<file path="config.mk">
export PLATFORM = sky130hd
export DESIGN_NAME = mouse_receiver
export DESIGN_NICKNAME = d
export VERILOG_FILES = /design/src/rtl/mouse_ps2_pkg.sv /design/src/rtl/ps2_line_sync.sv /design/src/rtl/mouse_receiver.sv
export SDC_FILE = /design/constraint.sdc
export NUM_CORES = 1
export LEC_CHECK = 0
export ABC_CLOCK_PERIOD_IN_PS = 2500
export CAP_MARGIN = 20
export CELL_PAD_IN_SITES_DETAIL_PLACEMENT = 0
export CELL_PAD_IN_SITES_GLOBAL_PLACEMENT = 1
export CORE_MARGIN = 5
export CORE_UTILIZATION = 37
export CTS_BUF_LIST = sky130_fd_sc_hd__clkbuf_16
export DETAILED_ROUTE_END_ITERATION = 8
export PLACE_DENSITY = 0.72
export SLEW_MARGIN = 40
export SYNTH_ARGS = -nofsm -noshare
export SYNTH_HDL_FRONTEND = slang
export SYNTH_SLANG_ARGS = --single-unit
</file>
<file path="constraint.sdc">
create_clock -name CLK -period 2.5 [get_ports CLK]
set_input_delay 0.375 -clock CLK [delete_from_list [all_inputs] [get_ports CLK]]
set_output_delay 0.375 -clock CLK [all_outputs]
set_load 0.02 [all_outputs]
</file>
<file path="src/rtl/mouse_ps2_pkg.sv">
// Shared PS/2 mouse definitions: FSM state encoding, error codes, frame sizes.
package mouse_ps2_pkg;

    typedef enum logic [1:0] {
        PS2_IDLE   = 2'd0,
        PS2_DATA   = 2'd1,
        PS2_PARITY = 2'd2,
        PS2_STOP   = 2'd3
    } ps2_state_e;

    localparam logic [1:0] ERR_PARITY = 2'b01;
    localparam logic [1:0] ERR_STOP   = 2'b10;

    localparam int PS2_DATA_BITS = 8;
    localparam int PS2_CNT_W     = $clog2(PS2_DATA_BITS);

    function automatic logic [1:0] ps2_err_code(input logic perr, input logic serr);
        return (perr ? ERR_PARITY : 2'b00) | (serr ? ERR_STOP : 2'b00);
    endfunction

endpackage

</file>
<file path="src/rtl/ps2_line_sync.sv">
// Two-flop synchronisers for the PS/2 clock and data lines plus a clock falling-edge strobe.
// Flops reset high to match the idle open-collector bus.
module ps2_line_sync
    import mouse_ps2_pkg::*;
(
    input  logic clk_i,
    input  logic rst_i,
    input  logic ps2_clk_i,
    input  logic ps2_dat_i,
    output logic clk_sync_o,
    output logic dat_sync_o,
    output logic fall_o
);

    logic clk_s1_q, clk_s2_q, clk_s3_q;
    logic dat_s1_q, dat_s2_q;

    always_ff @(posedge clk_i or posedge rst_i) begin
        if (rst_i) begin
            clk_s1_q <= 1'b1;
            clk_s2_q <= 1'b1;
            clk_s3_q <= 1'b1;
            dat_s1_q <= 1'b1;
            dat_s2_q <= 1'b1;
        end else begin
            clk_s1_q <= ps2_clk_i;
            clk_s2_q <= clk_s1_q;
            clk_s3_q <= clk_s2_q;
            dat_s1_q <= ps2_dat_i;
            dat_s2_q <= dat_s1_q;
        end
    end

    assign clk_sync_o = clk_s2_q;
    assign dat_sync_o = dat_s2_q;
    assign fall_o     = clk_s3_q & ~clk_s2_q;

endmodule

</file>
<file path="src/rtl/mouse_receiver.sv">
// PS/2 device-to-host frame receiver: start, 8 data bits LSB first, odd parity, stop.
// Optional inter-edge timeout abort is built when MOUSE_RX_TIMEOUT_EN is defined.
module mouse_receiver
    import mouse_ps2_pkg::*;
#(
    parameter int TIMEOUT_CYCLES = 50000
) (
    input  logic       CLK,
    input  logic       RESET,
    input  logic       CLK_MOUSE_IN,
    input  logic       DATA_MOUSE_IN,
    input  logic       READ_ENABLE,
    output logic [7:0] BYTE_READ,
    output logic [1:0] BYTE_ERROR_CODE,
    output logic       BYTE_READY
);

    logic fall;
    logic dat_sync;
    logic unused_clk_sync;

    ps2_line_sync u_sync (
        .clk_i      (CLK),
        .rst_i      (RESET),
        .ps2_clk_i  (CLK_MOUSE_IN),
        .ps2_dat_i  (DATA_MOUSE_IN),
        .clk_sync_o (unused_clk_sync),
        .dat_sync_o (dat_sync),
        .fall_o     (fall)
    );

    ps2_state_e               state_q, state_d;
    logic [PS2_CNT_W-1:0]     bit_cnt_q;
    logic [PS2_DATA_BITS-1:0] shift_q;
    logic [PS2_DATA_BITS-1:0] byte_q;
    logic                     perr_q;
    logic [1:0]               err_q;
    logic                     rdy_q;
    logic                     timeout;
    logic                     abort;
    logic                     done;

`ifdef MOUSE_RX_TIMEOUT_EN
    localparam int TO_W = (TIMEOUT_CYCLES > 2) ? $clog2(TIMEOUT_CYCLES) : 1;
    localparam logic [TO_W-1:0] TO_LAST = TO_W'(TIMEOUT_CYCLES - 1);

    logic [TO_W-1:0] to_cnt_q, to_cnt_d;

    always_comb begin
        to_cnt_d = to_cnt_q;
        if (fall || state_q == PS2_IDLE) begin
            to_cnt_d = '0;
        end else if (to_cnt_q != TO_LAST) begin
            to_cnt_d = to_cnt_q + 1'b1;
        end
    end

    always_ff @(posedge CLK or posedge RESET) begin
        if (RESET) begin
            to_cnt_q <= '0;
        end else begin
            to_cnt_q <= to_cnt_d;
        end
    end

    // An edge arriving on the expiry cycle keeps the frame alive.
    assign timeout = (state_q != PS2_IDLE) && !fall && (to_cnt_q == TO_LAST);
`else
    logic unused_timeout_cfg;
    assign unused_timeout_cfg = ^TIMEOUT_CYCLES;
    assign timeout            = 1'b0;
`endif

    assign abort = (state_q != PS2_IDLE) && (!READ_ENABLE || timeout);

    always_ff @(posedge CLK or posedge RESET) begin
        if (RESET) begin
            state_q <= PS2_IDLE;
        end else begin
            state_q <= state_d;
        end
    end

    always_comb begin
        state_d = state_q;
        if (abort) begin
            state_d = PS2_IDLE;
        end else if (fall) begin
            case (state_q)
                PS2_IDLE:   if (READ_ENABLE && !dat_sync) state_d = PS2_DATA;
                PS2_DATA:   if (bit_cnt_q == PS2_CNT_W'(PS2_DATA_BITS - 1)) state_d = PS2_PARITY;
                PS2_PARITY: state_d = PS2_STOP;
                PS2_STOP:   state_d = PS2_IDLE;
                default:    state_d = PS2_IDLE;
            endcase
        end
    end

    // Abort outranks a stop-bit edge in the same cycle.
    always_comb begin
        done            = (state_q == PS2_STOP) && fall && !abort;
        BYTE_READ       = byte_q;
        BYTE_ERROR_CODE = err_q;
        BYTE_READY      = rdy_q;
    end

    always_ff @(posedge CLK or posedge RESET) begin
        if (RESET) begin
            bit_cnt_q <= '0;
            shift_q   <= '0;
            byte_q    <= '0;
            perr_q    <= 1'b0;
            err_q     <= 2'b00;
            rdy_q     <= 1'b0;
        end else begin
            rdy_q <= done;
            if (fall && !abort) begin
                case (state_q)
                    PS2_IDLE: bit_cnt_q <= '0;
                    PS2_DATA: begin
                        shift_q[bit_cnt_q] <= dat_sync;
                        bit_cnt_q          <= bit_cnt_q + 1'b1;
                    end
                    PS2_PARITY: perr_q <= ~(^{shift_q, dat_sync});
                    PS2_STOP: begin
                        byte_q <= shift_q;
                        err_q  <= ps2_err_code(perr_q, ~dat_sync);
                    end
                    default: ;
                endcase
            end
        end
    end

endmodule

</file>
* Yosys cells after proc, flatten, opt, wreduce, memory -nomap -nowiden *
Index checks and enable logic that the tools add are counted.

cells by class
  reductions and logical operators = 19
  mux-type cells = 11
  bitwise logic cells = 4
  equal/unequal tests = 6
  $add $sub $neg = 1
  order comparisons = 2

operators by type and width
  kind                   count
  $mux W2                5
  $reduce_xor A9 Y1      1
  $bwmux W8              1
  $pmux W2 S4            1
  $reduce_and A2 Y1      4
  $logic_and A1 B1 Y1    6
  $ne A3 B3 Y1 const B   2
  $pmux W3 S2            1
  $reduce_bool A2 Y1     3
  $eq A2 B2 Y1 const B   2
  $lt A3 B4 Y1 const B   1
  $add A3 B1 Y3 const B  1
  $demux W1 S3           1
  $eq A3 B3 Y1 const B   1
  $ge A3 B1 Y1 const B   1
  $logic_not A1 Y1       3
  $reduce_and A3 Y1      1
  $eq A2 B1 Y1 const B   1
  $logic_not A2 Y1       1
  $mux W1                2
  $not A1 Y1             2
  $or A1 B2 Y2           1
  $and A1 B1 Y1          1

storage, ports and cells
  bits in registers = 30
  input port bits = 5

* Logic depth before layout (Yosys ltp) *
Gate-level depths: netlist of run 1.

  word-level depth = 6
  mapped depth = 7
  depth with buffers taken out = 6

* Hierarchy *
Synthesis of run 1 repeated with hierarchy kept, for this count alone.

second synthesis, totals
  cell total of the unflattened synthesis = 108
  area total of the unflattened synthesis = 1,405.1 um^2

modules (own cells, without submodules)
  module          area each (um^2)  cells each  instances
  mouse_receiver  1,256.2           101         1
  ps2_line_sync   148.9             7           1

* Worst setup path after synthesis of run 1 *
No wires, ideal clock.

  path type = register to register
  from = register state_q[0]
  to = register shift_q[1]
  clock period less this slack = 1.716 ns
  arrival time = 1.588 ns
  stages on the path, launching flop included = 7
  setup time = 0.128 ns
  setup slack = 0.784 ns
  cells stage by stage = dfrtp_1 > inv_1 > ha_1 > nor2_2 > nand3b_4 > nor4b_2 > mux2_1

between the ends
  cells in the longest elaborated chain, start to end = 5

RTL lines
  element                                 line                   RTL
  start: declaration                      mouse_receiver.sv:32   ps2_state_e state_q, state_d;
  start signal: assignment                mouse_receiver.sv:80   state_q <= state_d;
  $reduce_bool A2 Y1                      mouse_receiver.sv:74   assign abort = (state_q != PS2_IDLE) && (!READ_ENABLE || timeout);
  $logic_and A1 B1 Y1                     mouse_receiver.sv:74
  $logic_not A1 Y1                        mouse_receiver.sv:117  if (fall && !abort) begin
  $logic_and A1 B1 Y1                     mouse_receiver.sv:117
  $reduce_and A2 Y1 (no source line) (*)  --
  end signal: indexed assignment          mouse_receiver.sv:121  shift_q[bit_cnt_q] <= dat_sync;
  end: declaration                        mouse_receiver.sv:34   logic [PS2_DATA_BITS-1:0] shift_q;

Mark *: on every way between the ends. The rest lies on a longest branch, timed or not.
A chain may end at the register's enable or synchronous reset.

* Final worst setup path of run 1 *
Same ends and word-level chain as after synthesis.

==> reports/qor.txt, run 1 <==
Drt first pass iters - 4
Post-Syn Nets - 118
Crit-path max cell delay - 0.40 ns
Post-CTS sizing - 0
R2R depth - 6
CTS buffer count - 5
Register area share after synthesis - 53.1%
DRT iter0 DRCs - 16
GRT overflow - 0
Clk root buf - clkbuf_16
Gpl congestion - 0.731
Commonest cells in the netlist - 25 x dfrtp_1, 13 x mux2_2
CTS Hold Bufs - 0
Post-synth EDFFs - 0
WP data arrival - 2.05 ns
Final core utilization - 47.6%
Slew @ Worst Pin - 0.377 ns
Average size of a mapped cell - 13.3 um^2
Core area - 0.00369 mm^2
RR Endpoint - shift_q[1]$_DFFE_PP0P_
Antenna violations before repair - 0
Total global-route track usage - 10.8%
Hold Path Class - reg -> reg
Warnings, synthesis - 0
Setup violators final - 0
Startpoint types - flop
Max Slew Vio Count - 0
Worst path cell trace - inv_1 -> ha_1 -> nor2_2 -> nand3b_4 -> nor4b_2 -> mux2_1
Worst Setup SP - state_q[0]$_DFFE_PP0P_
Fillers - 349
Crit path max-delay cell type - dfrtp_1
Crit path buffers/inverters - 1
Setup TNS - 0 ns
IO Count - 16
Ys async rst share - 100%
HPWL after DPL - 1650 um
Critical setup path kind - reg -> reg
Worst r2r src - state_q[0]$_DFFE_PP0P_
Post-CTS Setup Inserts - 0
Yosys top cell by area - dfrtp_1
Initial Util - 38.6%
Status - complete, no violations
TritonCTS Sinks - 30
Clk_lat worst skew - 0.27 ns
# port buffers - 15
DP Worst Slack - 0.440 ns
Worst path depth - 6
Post-route setup slack - 0.601 ns
Unrepaired setup endpoints after global routing - no
DRC viols - 0
Power Density - 787 mW/mm^2
Post-synth cell types - 32
Most frequent cell after synthesis - dfrtp_1
Max Clock Skew - 0.00336 ns
Syn Std Cell Area - 0.00143 mm^2
Share of layout cells above drive strength 1 - 23.8%
Die Span X - 72.1 um
Worst Path Max Fanout - 6
Maximum VDD drop - 0.000537 V
Synthesized flop and latch total - 30
First-pass GRT wire length - 4240 um
DR vias/cell - 4.75
Final wirelength - 2420 um
Top delay family on crit path - simple AND/OR/NAND/NOR gates
WL per Instance - 13.9 um
Final ANT Viol Nets - 0
Fin crit period - 1.90 ns
Final Hold Fails - 0
Final worst path period share - 75.9%
Leak pwr - 0.866 nW
Worst-path clk slew - 0.05 ns
WP data required - 2.65 ns
Largest cells by area after synthesis - dfrtp_1 44%, mux2_2 10%, dfstp_2 9.2%
FF-to-FF setup slack - 0.60 ns
Die area - 0.00519 mm^2
N_diodes - 0
Vias in the first global route - 915
Slew Limit Headroom - 74.9%
Nets - 136
CP endpoint - shift_q[1]$_DFFE_PP0P_
Chip height - 72.1 um
Area growth from synthesis to layout - 23.2%
CTS tree - done
Synth Flop Type - dfrtp_1
Setup crit end kind - flop
Largest net degree at the start of global routing - 31
Max Freq - 527 MHz
# rows - 22
H-tree levels - 2
Post-synthesis instance total - 107
Deepest clock path buffer count - 2
Post-synth top area share - 43.9%
Vias - 827
Max-Cap Viols - 0
state kept, by name, summed over array words and instances, names as in the netlist:
register,flops
u_sync.dat_s1_q,1
shift_q,8
perr_q,1
BYTE_READ,8
u_sync.dat_sync_o,1
BYTE_READY,1
bit_cnt_q,3
u_sync.clk_sync_o,1
u_sync.clk_s3_q,1
u_sync.clk_s1_q,1
BYTE_ERROR_CODE,2
state_q,2
worst min-delay path by stage:
stage / start / endpoint / slack, ns / cells past startpoint
finish: u_sync.clk_s1_q$_DFF_PP1_ / u_sync.clk_sync_o$_DFF_PP1_ / 0.35 / 0
detailed placement: u_sync.dat_s1_q$_DFF_PP1_ / u_sync.dat_sync_o$_DFF_PP1_ / 0.35 / 0
global placement: u_sync.clk_s1_q$_DFF_PP1_ / u_sync.clk_sync_o$_DFF_PP1_ / 0.35 / 0
CTS: u_sync.dat_s1_q$_DFF_PP1_ / u_sync.dat_sync_o$_DFF_PP1_ / 0.35 / 0
floorplan: u_sync.clk_s1_q$_DFF_PP1_ / u_sync.clk_sync_o$_DFF_PP1_ / 0.35 / 0
global route: u_sync.dat_s1_q$_DFF_PP1_ / u_sync.dat_sync_o$_DFF_PP1_ / 0.36 / 0
cells in the final DEF, fill, tap and decap left out, drive strengths merged, types with 2 or more instances in the layout:
cell type      Yosys  final
nand2              6      6
mux2              19     19
nand4b             2      2
clkinv             0      3
o21ai              3      3
nor2               4      4
xor2               2      2
xnor2              4      4
ha                 6      6
nand4              2      2
nand3b             2      2
inv                6      6
a22o               2      2
nor4b              2      2
clkdlybuf4s50      0     15
dfstp              5      5
clkbuf             3      5
nand2b             2      2
dfrtp             25     25
per-layer routing:
metal	global-route usage [%]	wire length, um	vias to the layer above
li1	-	-	407
met1	13.6	1200	405
met2	16.4	1130	11
met3	2.49	46	4
met4	7.52	43	0
met5	0	0	-
power breakdown:
part / internal [W] / leakage (nW) / switching [W] / total [W]
logic: 0.000124 / 0.401 / 0.000116 / 0.000241
clock network: 0.000356 / 0.0663 / 0.000188 / 0.000544
registers: 0.000540 / 0.398 / 0.0000568 / 0.000597
final cells by class:
type                    instances  area [um^2]  area share [%]
flip-flops and latches         30          757            43.1
clock inverters                 3         11.3           0.641
clock buffers                   5          125            7.13
repair buffers                 16          158            8.98
inverters                       6         22.5            1.28
well taps                      48         60.1            3.42
multi-input cells              66          622            35.4
per-stage QoR:
step	std cells	total power [W]	cell area [um^2]	hold WS, ns
after floorplan	107	0.000781	1430	0.345
after global placement	166	0.000837	1620	0.346
after detailed placement	166	0.000845	1620	0.347
after CTS	174	0.00140	1760	0.354
after global routing	174	0.00146	1760	0.361
final	174	0.00138	1760	0.352
worst register-to-register path, delay by kind of cell, from the launching register on:
family | cells | cell delay (ns)
flip-flops | 1 | 0.40
AND/OR/NAND/NOR | 3 | 0.63
adder cells (fa/ha/maj) | 1 | 0.28
buffers and inverters | 1 | 0.12
multiplexers | 1 | 0.35
logic make-up after synthesis:
family / count (synthesis) / share of synthesized area [%]
buf+inv: 11 / 3.25
flops: 30 / 53.1
fa+ha+maj: 6 / 5.27
mux: 19 / 15.0
xor+xnor: 7 / 5.27
simple gates: 25 / 13.7
compound gates: 9 / 4.39
(Power assumes the default switching activity.)
==> run 2, diff against run 1 <==
Settings changed: ABC_CLOCK_PERIOD_IN_PS 2500 to 1600, PLACE_DENSITY 0.72 to 0.75.
Clock period 2.5 ns to 1.6 ns, I/O delays scaled along.
==> run 2 against run 1 <==
Net effect:
- the flow now finishes with violations (negative setup slack)
- power up 70%
- setup slack got worse by 0.62 ns
- sequential share of layout area shrank 4.4 points
- register-to-register slack lost 0.62 ns
- largest power group unchanged
- sequential power is 51% higher
- combinational power up 140%
- wire length rose by 7.4%
- highest routed layer unchanged
- first-iteration DRC count increased by 13%
- critical path depth is the same
- core utilization increased by 5.4 points
==> reports/qor.txt, run 2 (synthesized netlist as in run 1, its figures left out) <==
Status - finished, violations left
Failing checks - negative setup slack
Critical setup path kind - reg -> reg
Chip height - 72.1 um
Setup violators final - 3
Nets - 150
Setup TNS - -0.0318 ns
WL per Instance - 13.8 um
CTS buffer count - 5
Unrepaired setup endpoints after global routing - yes
CTS tree - done
Hold Path Class - in -> async
Clk_lat worst skew - 0.27 ns
Share of layout cells above drive strength 1 - 37.1%
Commonest cells after routing, fill and taps aside - 25 x dfrtp_1, 15 x clkdlybuf4s50_1, 14 x buf_4
Max Slew Vio Count - 0
Setup crit end kind - flop
Max-Cap Viols - 0
Commonest non-fill, non-tap cell in the layout - dfrtp_1
Slew Limit Headroom - 68.2%
Final worst path period share - 101%
Area growth from synthesis to layout - 37.0%
H-tree levels - 2
TritonCTS Sinks - 30
Worst-path clk slew - 0.05 ns
Post-route setup slack - -0.0207 ns
Fin crit period - 1.62 ns
Gpl congestion - 0.793
Max Freq - 617 MHz
Worst Path Max Fanout - 5
Antenna violations before repair - 0
WP data arrival - 1.78 ns
Largest net degree at the start of global routing - 21
IO Count - 16
Die area - 0.00519 mm^2
Maximum VDD drop - 0.000842 V
Final ANT Viol Nets - 0
First-pass GRT wire length - 4490 um
N_diodes - 0
CTS Hold Bufs - 0
# port buffers - 15
Clk root buf - clkbuf_16
HPWL after DPL - 1870 um
Final core utilization - 53.0%
Post-route insts no fill - 188
Total global-route track usage - 11.3%
Leak pwr - 0.949 nW
DP Worst Slack - -0.202 ns
# rows - 22
Final hold slack - 0.296 ns
WP data required - 1.75 ns
Startpoint types - flop
Deepest clock path buffer count - 2
Core area - 0.00369 mm^2
Final wirelength - 2600 um
Slew @ Worst Pin - 0.477 ns
Power Density - 1200 mW/mm^2
Final Hold Fails - 0
Vias in the first global route - 979
Initial Util - 38.6%
GRT overflow - 0
Drt first pass iters - 2
Vias - 907
Max Clock Skew - 0.00330 ns
Inst Count DP - 179
DRT iter0 DRCs - 18
Die Span X - 72.1 um
DR vias/cell - 4.82
DRC viols - 0
[run 2: cell types whose count changed in the layout (fill, tap and decap cells not counted), moves of 2 or more]
| cell | previous run | this run |
|---|---|---|
| inv_2 | 0 | 2 |
| ha_1 | 6 | 4 |
| inv_1 | 6 | 4 |
| nor4b_2 | 2 | 0 |
| mux2_4 | 0 | 3 |
| nor4b_4 | 0 | 2 |
| buf_4 | 1 | 14 |
| mux2_2 | 13 | 11 |
[run 2: power by group]
group | total (W) | internal, W | switching, W
Combinational | 0.000586 | 0.000316 | 0.000270
Sequential | 0.000901 | 0.000844 | 0.0000568
Clock | 0.000860 | 0.000557 | 0.000303
Total | 0.00235 | 0.00172 | 0.000630
[run 2: worst paths after layout]
path | startpoint | to | slack (ns) | depth (start not counted)
max | state_q[0]$_DFFE_PP0P_ | shift_q[4]$_DFFE_PP0P_ | -0.02 | 6
min | RESET | shift_q[7]$_DFFE_PP0P_ | 0.30 | 2
max reg2reg | state_q[0]$_DFFE_PP0P_ | shift_q[4]$_DFFE_PP0P_ | -0.02 | 6
min reg2reg | u_sync.clk_s1_q$_DFF_PP1_ | u_sync.clk_sync_o$_DFF_PP1_ | 0.35 | 0
max in group asynchronous | RESET | bit_cnt_q[2]$_DFFE_PP0P_ | 0.84 | 3
min in group CLK | u_sync.clk_s1_q$_DFF_PP1_ | u_sync.clk_sync_o$_DFF_PP1_ | 0.35 | 0
[run 2: area by class of cell]
| cell class | count | area (um^2) |
|---|---|---|
| Multi-Input combinational cell | 66 | 702 |
| Clock buffer | 5 | 125 |
| Tap cell | 48 | 60.1 |
| Inverter | 6 | 22.5 |
| Clock inverter | 3 | 11.3 |
| Sequential cell | 30 | 757 |
| Fill cell | 324 | 1740 |
| Timing Repair Buffer | 30 | 275 |
[run 2: routing by layer]
| layer | GRT usage, % | share of wire, % | wire, um |
|---|---|---|---|
| met5 | 0 | 0 | 0 |
| met2 | 19.1 | 52 | 1360 |
| met4 | 4.59 | 1.4 | 37 |
| met3 | 4.43 | 3.9 | 100 |
| met1 | 12.6 | 42 | 1100 |
[run 2: worst max-delay path, cell delays in order, from the launching register on]
cell and delay (ns):
dfrtp_1 0.41, inv_2 0.09, ha_4 0.15, nor2_4 0.05, nand3b_4 0.22, nor4b_4 0.27, mux2_4 0.32
[run 2: timing repair]
| item | in CTS | in global routing |
|---|---|---|
| setup buffers | 0 | 1 |
| gates resized for setup | 3 | 9 |
| pin swaps | 0 | 1 |
| endpoints found under the setup margin | 9 | 12 |
[run 2: through the flow]
step           area (um^2)  power (W)
2_1_floorplan         1440    0.00125
3_3_place_gp          1750    0.00143
3_5_place_dp          1750    0.00144
4_1_cts               1900    0.00233
5_1_grt               1950    0.00248
6_report              1950    0.00235
==> run 3, diff against run 2 <==
Settings changed: CORE_MARGIN 5 to not set, CTS_CLUSTER_SIZE set to 16.
==> run 3 against run 2 <==
Net effect:
- the run still ends with negative setup slack left
- fmax shrank 2.3%
- worst hold slack worse by 0.021 ns
- wire length is 7.0% higher
- clock-buffer cell count unchanged
==> reports/qor.txt, run 3 (synthesized netlist as in run 1, its figures left out) <==
CTS tree - done
Worst-path clk slew - 0.05 ns
TritonCTS Sinks - 30
Total global-route track usage - 15.6%
Status - finished, violations left
DR vias/cell - 4.85
Setup crit end kind - flop
Total Power - 0.00248 W
Slew @ Worst Pin - 0.460 ns
Die Span X - 64.1 um
Commonest cells after routing, fill and taps aside - 24 x dfrtp_1, 17 x buf_4, 15 x clkdlybuf4s50_1
First-pass GRT wire length - 4490 um
Max Freq - 603 MHz
Gpl congestion - 0.740
WL per Instance - 14.4 um
Chip height - 64.1 um
Antenna violations before repair - 0
CTS Hold Bufs - 0
Largest net degree at the start of global routing - 21
Drt first pass iters - 4
Core area - 0.00369 mm^2
Fin crit period - 1.66 ns
# port buffers - 15
Max Clock Skew - 0.00236 ns
Post-route setup slack - -0.0583 ns
GRT overflow - 0
Cell area after placement - 0.00175 mm^2
Failing checks - negative setup slack
Die area - 0.00410 mm^2
Unrepaired setup endpoints after global routing - yes
Deepest clock path buffer count - 2
Final worst path period share - 104%
Worst Path Max Fanout - 5
Max Slew Vio Count - 0
Share of layout cells above drive strength 1 - 47.6%
Slew Limit Headroom - 69.3%
WP data required - 1.76 ns
Vias in the first global route - 965
HPWL after DPL - 1760 um
Final wirelength - 2780 um
Maximum VDD drop - 0.000855 V
Leak pwr - 0.999 nW
Nets - 155
Commonest non-fill, non-tap cell in the layout - dfrtp_1
Initial Util - 38.6%
DRC viols - 0
Area growth from synthesis to layout - 45.2%
Critical setup path kind - reg -> reg
Setup violators final - 6
Startpoint types - flop
DRT iter0 DRCs - 14
Final core utilization - 56.1%
IO Count - 16
# rows - 22
Finished Cell Area - 0.00207 mm^2
H-tree levels - 2
CTS buffer count - 5
N_diodes - 0
Final ANT Viol Nets - 0
WP data arrival - 1.82 ns
Vias - 936
Clk_lat worst skew - 0.27 ns
Max-Cap Viols - 0
Power Density - 1200 mW/mm^2
Final Hold Fails - 0
Hold Path Class - in -> async
Clk root buf - clkbuf_16
-- run 3: where the power goes --
part | leakage [nW] | total (W) | internal [W] | switching [W]
logic | 0.530 | 0.000699 | 0.000381 | 0.000319
registers | 0.397 | 0.000904 | 0.000845 | 0.0000589
clock network | 0.0724 | 0.000874 | 0.000560 | 0.000314
-- run 3: layout make-up --
class	instances	area, um^2
fill	310	1620
multi-input combinational	66	762
sequential	30	758
timing repair buffer	35	329
clock buffer	5	125
tap	48	60.1
inverter	6	22.5
clock inverter	3	12.5
-- run 3: metrics by stage --
stage          TNS, ns  hold WS, ns  std cells  worst slack, ns
6_report        -0.111        0.275        193          -0.0583
5_1_grt         -0.587        0.326        193           -0.112
4_1_cts         -0.131        0.283        188          -0.0515
3_5_place_dp     -1.50        0.347        179           -0.193
3_3_place_gp     -1.22        0.347        179           -0.167
2_1_floorplan        0        0.244        107          0.00206
-- run 3: critical path, stage by stage, from the launching register on --
cell,delay (ns)
dfrtp_2,0.43
inv_2,0.09
ha_4,0.16
nor2_4,0.05
nand3b_4,0.22
nor4b_4,0.27
mux2_4,0.32
-- run 3: what timing repair did --
item / CTS / global route
gates resized for setup: 9 / 18
pin swaps: 3 / 6
endpoints found under the setup margin: 9 / 19
setup buffers: 1 / 5
-- run 3: final timing paths --
check / start / to / slack, ns / depth (start not counted)
max: state_q[0]$_DFFE_PP0P_ / shift_q[4]$_DFFE_PP0P_ / -0.06 / 6
min: RESET / BYTE_READ[7]$_DFFE_PP0P_ / 0.28 / 2
max reg2reg: state_q[0]$_DFFE_PP0P_ / shift_q[4]$_DFFE_PP0P_ / -0.06 / 6
min reg2reg: u_sync.clk_s1_q$_DFF_PP1_ / u_sync.clk_sync_o$_DFF_PP1_ / 0.35 / 0
max in group asynchronous: RESET / BYTE_READ[4]$_DFFE_PP0P_ / 0.87 / 3
min in group CLK: u_sync.clk_s1_q$_DFF_PP1_ / u_sync.clk_sync_o$_DFF_PP1_ / 0.35 / 0
-- run 3: layer usage --
metal	wire, um	track usage [%]	up-vias
met1	1190	17.3	478
met3	81	6.07	4
met4	60	9.38	0
li1	-	-	444
met5	0	0	-
met2	1440	25.1	10
